## config.mk

```make
export PLATFORM = sky130hd
export DESIGN_NAME = mult_div_unit
export DESIGN_NICKNAME = d
export VERILOG_FILES = /design/src/rtl/mdu_pkg.sv /design/src/rtl/mdu_iter_core.sv /design/src/rtl/mult_div_unit.sv
export SDC_FILE = /design/constraint.sdc
export NUM_CORES = 1
export LEC_CHECK = 0
export ABC_AREA = 1
export CORE_UTILIZATION = 57
export DETAILED_ROUTE_END_ITERATION = 16
export GPL_ROUTABILITY_DRIVEN = 0
export PLACE_DENSITY_LB_ADDON = 0.05
export SLEW_MARGIN = 20
export SYNTH_ARGS = -nofsm -noshare
export SYNTH_HDL_FRONTEND = slang
export SYNTH_SLANG_ARGS = --single-unit
export TNS_END_PERCENT = 30
```

## constraint.sdc

```tcl
create_clock -name clk -period 3.2 [get_ports clk]
set_input_delay 0.32 -clock clk [delete_from_list [all_inputs] [get_ports clk]]
set_output_delay 0.32 -clock clk [all_outputs]
set_load 0.01 [all_outputs]
```

## src/rtl/mdu_pkg.sv

```systemverilog
// Shared constants, op encodings and FSM states for the iterative multiply/divide unit.
// Pure declarations; no logic, no latency, no flow control.
package mdu_pkg;

  localparam int XLEN  = 32;
  localparam int ITERS = 32;
  localparam int CNT_W = 6;

  typedef enum logic [1:0] {
    OP_MULTU = 2'b00,
    OP_DIVU  = 2'b01,
    OP_MULT  = 2'b10,
    OP_DIV   = 2'b11
  } op_e;

  typedef enum logic [1:0] {
    IDLE = 2'b00,
    RUN  = 2'b01,
    FIN  = 2'b10
  } state_e;

endpackage

```

## src/rtl/mdu_iter_core.sv

```systemverilog
// Unsigned shift-add multiply / restoring divide datapath, one result bit per step.
// acc_nxt is the combinational next step so the caller can capture the final bit with no extra cycle.
module mdu_iter_core
  import mdu_pkg::*;
(
  input  logic              clk,
  input  logic              rst_n,
  input  logic              load,
  input  logic              step,
  input  logic              is_div,
  input  logic [XLEN-1:0]   op_a,
  input  logic [XLEN-1:0]   op_b,
  output logic [2*XLEN-1:0] acc_nxt,
  output logic              last
);

  logic [2*XLEN-1:0] acc;
  logic [XLEN-1:0]   opnd;
  logic [CNT_W-1:0]  cnt;
  logic              div_r;

  logic [XLEN:0]     sum;
  logic [XLEN:0]     rem;
  logic [XLEN-1:0]   diff;
  logic              ge;

  // Multiply: acc = {partial product, remaining multiplier bits}.
  // Divide:   acc = {partial remainder, remaining dividend bits / quotient bits}.
  always_comb begin
    sum     = {1'b0, acc[2*XLEN-1:XLEN]} + (acc[0] ? {1'b0, opnd} : '0);
    rem     = {acc[2*XLEN-1:XLEN], acc[XLEN-1]};
    ge      = (rem >= {1'b0, opnd});
    diff    = rem[XLEN-1:0] - opnd;
    acc_nxt = div_r ? {(ge ? diff : rem[XLEN-1:0]), acc[XLEN-2:0], ge}
                    : {sum, acc[XLEN-1:1]};
    last    = (cnt == CNT_W'(ITERS - 1));
  end

  always_ff @(posedge clk or negedge rst_n) begin
    if (!rst_n) begin
      acc   <= '0;
      opnd  <= '0;
      cnt   <= '0;
      div_r <= 1'b0;
    end else if (load) begin
      acc   <= {{XLEN{1'b0}}, (is_div ? op_a : op_b)};
      opnd  <= is_div ? op_b : op_a;
      cnt   <= '0;
      div_r <= is_div;
    end else if (step) begin
      acc   <= acc_nxt;
      cnt   <= cnt + 1'b1;
    end
  end

endmodule

```

## src/rtl/mult_div_unit.sv

```systemverilog
// HI/LO multiply/divide unit: 33 cycles start-to-done, start ignored while busy or in FIN, MTHI/MTLO only in IDLE.
// MDU_SIGNED_EN adds signed MULT/DIV via launch-time magnitudes and a sign fix folded into the FIN write.
module mult_div_unit
  import mdu_pkg::*;
(
  input  logic            clk,
  input  logic            rst_n,
  input  logic            start,
  input  logic [1:0]      op,
  input  logic [XLEN-1:0] rs_data,
  input  logic [XLEN-1:0] rt_data,
  input  logic            hi_we,
  input  logic            lo_we,
  input  logic [XLEN-1:0] wr_data,
  output logic            busy,
  output logic            done,
  output logic            div_by_zero,
  output logic [XLEN-1:0] hi,
  output logic [XLEN-1:0] lo
);

  state_e            state;
  logic              launch;
  logic              dz_r;
  logic [XLEN-1:0]   a_mag;
  logic [XLEN-1:0]   b_mag;
  logic [2*XLEN-1:0] acc_nxt;
  logic              last;
  logic [XLEN-1:0]   res_hi;
  logic [XLEN-1:0]   res_lo;

  assign launch = (state == IDLE) && start;

`ifdef MDU_SIGNED_EN
  logic a_neg, b_neg;
  logic op_div_r, neg_q_r, neg_r_r;

  assign a_neg = op[1] & rs_data[XLEN-1];
  assign b_neg = op[1] & rt_data[XLEN-1];
  assign a_mag = a_neg ? (~rs_data + 1'b1) : rs_data;
  assign b_mag = b_neg ? (~rt_data + 1'b1) : rt_data;
`else
  logic op_hi_unused;

  assign op_hi_unused = op[1];
  assign a_mag = rs_data;
  assign b_mag = rt_data;
`endif

  mdu_iter_core u_core (
    .clk     (clk),
    .rst_n   (rst_n),
    .load    (launch),
    .step    (state == RUN),
    .is_div  (op[0]),
    .op_a    (a_mag),
    .op_b    (b_mag),
    .acc_nxt (acc_nxt),
    .last    (last)
  );

  always_comb begin
    res_hi = acc_nxt[2*XLEN-1:XLEN];
    res_lo = acc_nxt[XLEN-1:0];
`ifdef MDU_SIGNED_EN
    if (op_div_r) begin
      if (neg_q_r) res_lo = ~acc_nxt[XLEN-1:0] + 1'b1;
      if (neg_r_r) res_hi = ~acc_nxt[2*XLEN-1:XLEN] + 1'b1;
    end else if (neg_q_r) begin
      {res_hi, res_lo} = ~acc_nxt + 1'b1;
    end
`endif
    // Remainder path already yields the dividend in HI; only LO needs forcing.
    if (dz_r) res_lo = '1;
  end

  always_ff @(posedge clk or negedge rst_n) begin
    if (!rst_n) begin
      state       <= IDLE;
      busy        <= 1'b0;
      done        <= 1'b0;
      div_by_zero <= 1'b0;
      hi          <= '0;
      lo          <= '0;
      dz_r        <= 1'b0;
`ifdef MDU_SIGNED_EN
      op_div_r    <= 1'b0;
      neg_q_r     <= 1'b0;
      neg_r_r     <= 1'b0;
`endif
    end else begin
      done        <= 1'b0;
      div_by_zero <= 1'b0;
      case (state)
        IDLE: begin
          if (hi_we) hi <= wr_data;
          if (lo_we) lo <= wr_data;
          if (start) begin
            state <= RUN;
            busy  <= 1'b1;
            dz_r  <= op[0] && (rt_data == '0);
`ifdef MDU_SIGNED_EN
            op_div_r <= op[0];
            neg_q_r  <= a_neg ^ b_neg;
            neg_r_r  <= a_neg;
`endif
          end
        end
        RUN: begin
          if (last) begin
            state       <= FIN;
            busy        <= 1'b0;
            done        <= 1'b1;
            div_by_zero <= dz_r;
            hi          <= res_hi;
            lo          <= res_lo;
          end
        end
        FIN:     state <= IDLE;
        default: state <= IDLE;
      endcase
    end
  end

endmodule

```

After elaboration in Yosys (flattened, before gate mapping)
Index checks and enable logic that the tools add are counted.
- multiplexer cells: 26
- magnitude comparators: 1
- equality and inequality tests: 6
- reduce and logical (&&, ||, !) cells: 11
- multipliers: 0
- bitwise operators: 0
- $add $sub $neg: 3
- div/mod/pow operators: 0
- shift-type cells: 0
- operators with widths (operator ; number):
    $mux 32 ; 9
    $mux 64 ; 3
    $pmux 32 s2 ; 2
    $add 32x33->33 ; 1
    $ge 33x32->1 ; 1
    $logic_not 32->1 ; 1
    $sub 32x32->32 ; 1
    $mux 6 ; 2
    $reduce_and 3->1 ; 3
    $ne 2x2->1 const B ; 4
    $add 6x1->6 const B ; 1
    $eq 6x5->1 const B ; 1
    $mux 1 ; 6
    $mux 2 ; 2
    $pmux 2 s2 ; 1
    $reduce_and 2->1 ; 2
    $reduce_bool 2->1 ; 2
    $eq 2x1->1 const B ; 1
    $logic_and 1x1->1 ; 2
    $logic_not 2->1 ; 1
    $pmux 1 s2 ; 1
- latch bits: 0
- RAM bits: 0
- memories kept: 0
- bits in read-only memories: 0
- flip-flop bits (word level): 173
- output and inout bits: 67

Depth between registers and ports, before layout
- word-level depth: 6
- mapped depth: 22
- depth with buffers taken out: 20

Cells and area by module
Synthesis repeated with hierarchy kept, for this count alone.
- cell total of the unflattened synthesis: 2226
- area, all modules: 14158.6 um^2
- modules (own cells, without submodules) (module ; cells an instance ; instances ; area an instance (um^2) ; seq. area each (um^2)):
    mdu_iter_core ; 1820 ; 1 ; 10751.6 ; 2577.5
    mult_div_unit ; 406 ; 1 ; 3407.0 ; 1751.7

Worst setup path before layout
No wires, ideal clock.
- path type: flip-flop to flip-flop
- from: register u_core.acc[0]
- to: register hi[31]
- path slack: 616 ps
- library setup time: 77 ps
- period minus slack after synthesis: 2584 ps
- arrival: 2507 ps
- stages on the path, launching flop included: 23
- buffers on the path: 2
- path through: dfrtp_1 > clkbuf_1 > clkbuf_1 > nand2_1 > inv_1 > ha_1 > inv_1 > fa_1 > inv_1 > nand3_1 > nand2_1 > nand2_1 > nand3_1 > nand2_1 > nand2_1 > nand2_1 > nand2_1 > nand2_1 > nand2_1 > nand2_1 > nand2_1 > nand2_1 > a21oi_1
- cells in the longest elaborated chain, start to end: 5
- RTL lines (item ; RTL line ; RTL):
    start, declared ; mdu_iter_core.sv:17 ; logic [2*XLEN-1:0] acc;
    start signal, assigned ; mdu_iter_core.sv:46 ; acc <= {{XLEN{1'b0}}, (is_div ? op_a : op_b)};
    start signal, assigned ; mdu_iter_core.sv:51 ; acc <= acc_nxt;
    $mux 32 ; mdu_iter_core.sv:30 ; sum = {1'b0, acc[2*XLEN-1:XLEN]} + (acc[0] ? {1'b0, opnd} : '0);
    $add 32x33->33 ; mdu_iter_core.sv:30 ;
    $mux 64 ; mdu_iter_core.sv:34 ; acc_nxt = div_r ? {(ge ? diff : rem[XLEN-1:0]), acc[XLEN-2:0], ge}
    $mux 32 ; mult_div_unit.sv:110 ; if (last) begin
    $pmux 32 s2 ; mult_div_unit.sv:94 ; case (state)
    end signal, assigned ; mult_div_unit.sv:96 ; if (hi_we) hi <= wr_data;
    end signal, assigned ; mult_div_unit.sv:115 ; hi <= res_hi;
    end, declared ; mult_div_unit.sv:18 ; output logic [XLEN-1:0] hi,
No other way between the ends. The select of a mux whose other input is x is not followed.
A chain may end at the register's enable or synchronous reset.

Worst setup path in the final report
- from: register u_core.acc[37]
- to: register hi[16]
- cells in the longest elaborated chain, start to end: 5
- elaborated cells between the ends (all ways): 7
- classes of those cells: add/sub: 2; order compare: 1; mux: 4
- RTL lines (item ; RTL line):
    $sub 32x32->32 / $ge 33x32->1 (equally long branches) ; mdu_iter_core.sv:33, mdu_iter_core.sv:32
    $mux 32 ; mdu_iter_core.sv:34
    $mux 64 * ; mdu_iter_core.sv:34
    $mux 32 * ; mult_div_unit.sv:110
    $pmux 32 s2 * ; mult_div_unit.sv:94
Every way passes the cells marked *; elsewhere a longest branch is shown, timed or not. The select of a mux whose other input is x is not followed.

==> flow_metrics.env <==
export IMPL_yosys_register_bits=173
export IMPL_fin_crit_ns=2.906
export IMPL_synth_nets=2279
export IMPL_swShare_pct=55.56
export IMPL_combPwrFrac_pct=71.3
export IMPL_grt_pass1_vias=13984
export IMPL_clock_latency_ns=0.45
export IMPL_period_share_pct=90.80
export IMPL_drt_iter0_markers=1757
export IMPL_cp_slowest_cell="dfrtp_1"
export IMPL_layout_drive_gt1_share_pct=4.477
export IMPL_track_usage_pct=41.38
export IMPL_finalHoldViolations=0
export IMPL_p_sw_uw=12000
export IMPL_clk_pin_slew_worst_paths_ns=0.08
export IMPL_clock_power_share_pct=9.9
export IMPL_finClkSkew_ns=0.01676
export IMPL_setup_viol=0
export IMPL_vias=15147
export IMPL_clockBufferDepth=2
export IMPL_fin_tns_setup_ns=0
export IMPL_cts_made_buffers=17
export IMPL_power_frac_seq_pct=18.8
export IMPL_synthCells=2109
export IMPL_synth_edf_count=0
export IMPL_synth_yosys_seq_area_share_pct=31.85
export IMPL_netlist_area_um2=13590
export IMPL_max_slew_margin_rel_pct=30.53
export IMPL_post_place_ws_ns=0.4142
export IMPL_max_stage_delay_ns=0.43
export IMPL_ioPinCount=170
export IMPL_p_int_uw=9599
export IMPL_path_class="flip-flop to flip-flop"
export IMPL_hold_buffers=1
export IMPL_clkSinkCount=173
export IMPL_cts_htree_levels=4
export IMPL_overflow=0
export IMPL_maxSlewViolCount=0
export IMPL_yosys_warnings=0
export IMPL_grt_pass1_wl_mm=76.06
export IMPL_post_cts_setup_buffers=0
export IMPL_p_per_area_nw_per_um2=1337
export IMPL_rsz0062_at_grt="false"
export IMPL_status="finished clean"
export IMPL_cap_viol_max_count=0
export IMPL_ys_types=50
export IMPL_synth_avg_cell_area_um2=6.445
export IMPL_cts_resized=0
export IMPL_post_route_worst_setup_slack_ns=0.2945
export IMPL_die_w_um=156.4
export IMPL_num_rows=56
export IMPL_ys_async_sr_fraction_pct=100.0
export IMPL_antenna_found_initial=7
export IMPL_crit_top_cell="nand2_1"
export IMPL_tightest_slew_ns=1.031
export IMPL_synthToLayoutAreaGrowth_pct=18.89
export IMPL_arrival_ns=3.22
export IMPL_min_path_type="primary input to flip-flop"
export IMPL_drc=0
export IMPL_fp_dieH_um=156.4
export IMPL_startpoint_type="flip-flop"
export IMPL_fillCellCount=2128
export IMPL_required_ns=3.52
export IMPL_fin_area_um2=16160
export IMPL_antenna_left=0
export IMPL_peakVddDrop_mv=0.6009
export IMPL_seq_area_um2=4330
export IMPL_leakage_uw=0.008290
export IMPL_yosys_most_used_dff="dfrtp_1"
export IMPL_critPathCaptureType="flip-flop"
export IMPL_place_area_um2=15540
export IMPL_power_uw=21600
export IMPL_cts_tree="built"
export IMPL_nets=2413
export IMPL_wirelength_mm=49.55
export IMPL_path_max_fanout=42
export IMPL_drt_pass1_iterations=8
export IMPL_viasPerCell=5.875
export IMPL_fmax_ghz=0.3442
export IMPL_multi_input_area_um2=7689
export IMPL_dp_hpwl_mm=38.65
export IMPL_path_cells="ha_1, nand2_1, nor2_1, nand3_1, nor2_1, nand2_1, nand2_2, nor2_4, nand2_8, inv_1, nand2_1, nand3_1, nand2_1, a21oi_1"
export IMPL_grt_max_degree=130
export IMPL_wl_per_cell_um=19.22
export IMPL_dieArea_um2=24470
export IMPL_start_util_pct=58.08
export IMPL_clock_root_buffer="clkbuf_16"
export IMPL_portBuffers=168
export IMPL_core_area_um2=23400
layer usage:
metal  routed length (µm)  global-route usage (%)
met1                19100                   51.70
met5                   36                       0
met2                21800                   63.80
met4                 3278                   25.91
met3                 5335                   10.77
Yosys cell counts (all sizes together) (2+ instances only):
cell / number / area, µm²
ha: 65 / 813.3
nand3b: 6 / 45.04
a21o: 3 / 22.52
nor3: 13 / 70.07
o21ai: 182 / 910.9
or2: 2 / 12.51
a31oi: 20 / 125.1
buf: 31 / 188.9
a211oi: 2 / 15.01
xnor2: 11 / 96.34
a21oi: 147 / 743.2
dfrtp: 173 / 4329
fa: 2 / 40.04
o211ai: 24 / 190.2
a41oi: 11 / 96.34
o221ai: 5 / 43.79
nand2: 661 / 2517
nand4: 17 / 106.4
inv: 318 / 1194
o21a: 7 / 52.55
nor4: 9 / 56.30
a22o: 8 / 70.07
clkbuf: 52 / 195.2
a22oi: 4 / 30.03
xor2: 16 / 140.1
o21bai: 10 / 75.07
nor2: 173 / 689.4
nand3: 127 / 650.6
and2: 4 / 25.02
flip-flops by register name, summed over array words and instances (netlist names):
name / cells
hi: 32
div_by_zero: 1
u_core.cnt: 6
lo: 32
u_core.acc: 64
u_core.div_r: 1
state: 2
done: 1
dz_r: 1
busy: 1
u_core.opnd: 32
final timing paths:
check	start	depth (start not counted)	to	slack, ns
min in group asynchronous	rst_n	2	u_core.opnd[26]	0.48
max in group asynchronous	rst_n	3	u_core.acc[60]	1.89
max	u_core.acc[37]	14	hi[16]	0.29
min reg2reg	lo[22]	2	lo[22]	0.50
max reg2reg	u_core.acc[37]	14	hi[16]	0.29
min	wr_data[29]	3	lo[29]	0.47
worst max-delay path, delay by kind of cell, from the launching register on:
family | cells | cell delay, ns
AO/OA/AOI/OAI | 1 | 0.10
adder cells (fa/ha/maj) | 1 | 0.37
buffers and inverters | 1 | 0.21
flip-flops | 1 | 0.43
AND/OR/NAND/NOR | 11 | 1.65
per-stage QoR:
stage               hold WS [ns]  util, %  instances
detailed placement        0.4062    66.40       2542
CTS                       0.4630    69.02       2575
global placement          0.4017    66.40       2542
finish                    0.4714    69.05       2578
global route              0.4805    69.02       2575
floorplan                0.02441        -       2109
layout make-up:
class | count | share of cell area [%]
multi-input cells | 1534 | 47.58
flip-flops and latches | 173 | 26.80
repair buffers | 198 | 11.96
inverters | 319 | 7.409
clock buffers | 18 | 2.718
well taps | 319 | 2.470
clock inverters | 14 | 1.022
diodes | 3 | 0.04645
power by group through the flow:
stage | Combinational, µW | Sequential (µW) | Clock [µW]
2_1_floorplan | 9840 | 4010 | 0
3_3_place_gp | 14500 | 4040 | 0
3_5_place_dp | 14800 | 4070 | 0
4_1_cts | 14900 | 4040 | 2140
5_1_grt | 16800 | 4150 | 2230
6_report | 15400 | 4060 | 2150
cells by family (layout without fill, tap and decap cells):
family / count (synthesis) / count (layout) / synth area share (%)
buffers and inverters: 402 / 549 / 11.63
and+or+nand+nor: 1013 / 1013 / 30.74
other: 0 / 3 / 0
adders and majority gates: 67 / 67 / 6.278
DFF: 173 / 173 / 31.85
muxes: 2 / 2 / 0.1565
xor gates and xnor gates: 27 / 27 / 1.740
AOI/OAI and AO/OA: 425 / 425 / 17.60
cell usage in the layout, fill, tap and decap left out, drive strengths merged, types with 8 or more instances in the layout:
master,n
nor2,173
a21oi,147
buf,31
o21bai,10
o21ai,182
xnor2,11
a31oi,20
nand4,17
clkdlybuf4s50,166
xor2,16
o211ai,24
nand2,661
ha,65
nor4,9
a41oi,11
a22o,8
clkbuf,18
inv,326
dfrtp,173
nand3,127
nor3,13
Power figures use the tool's default switching activity.
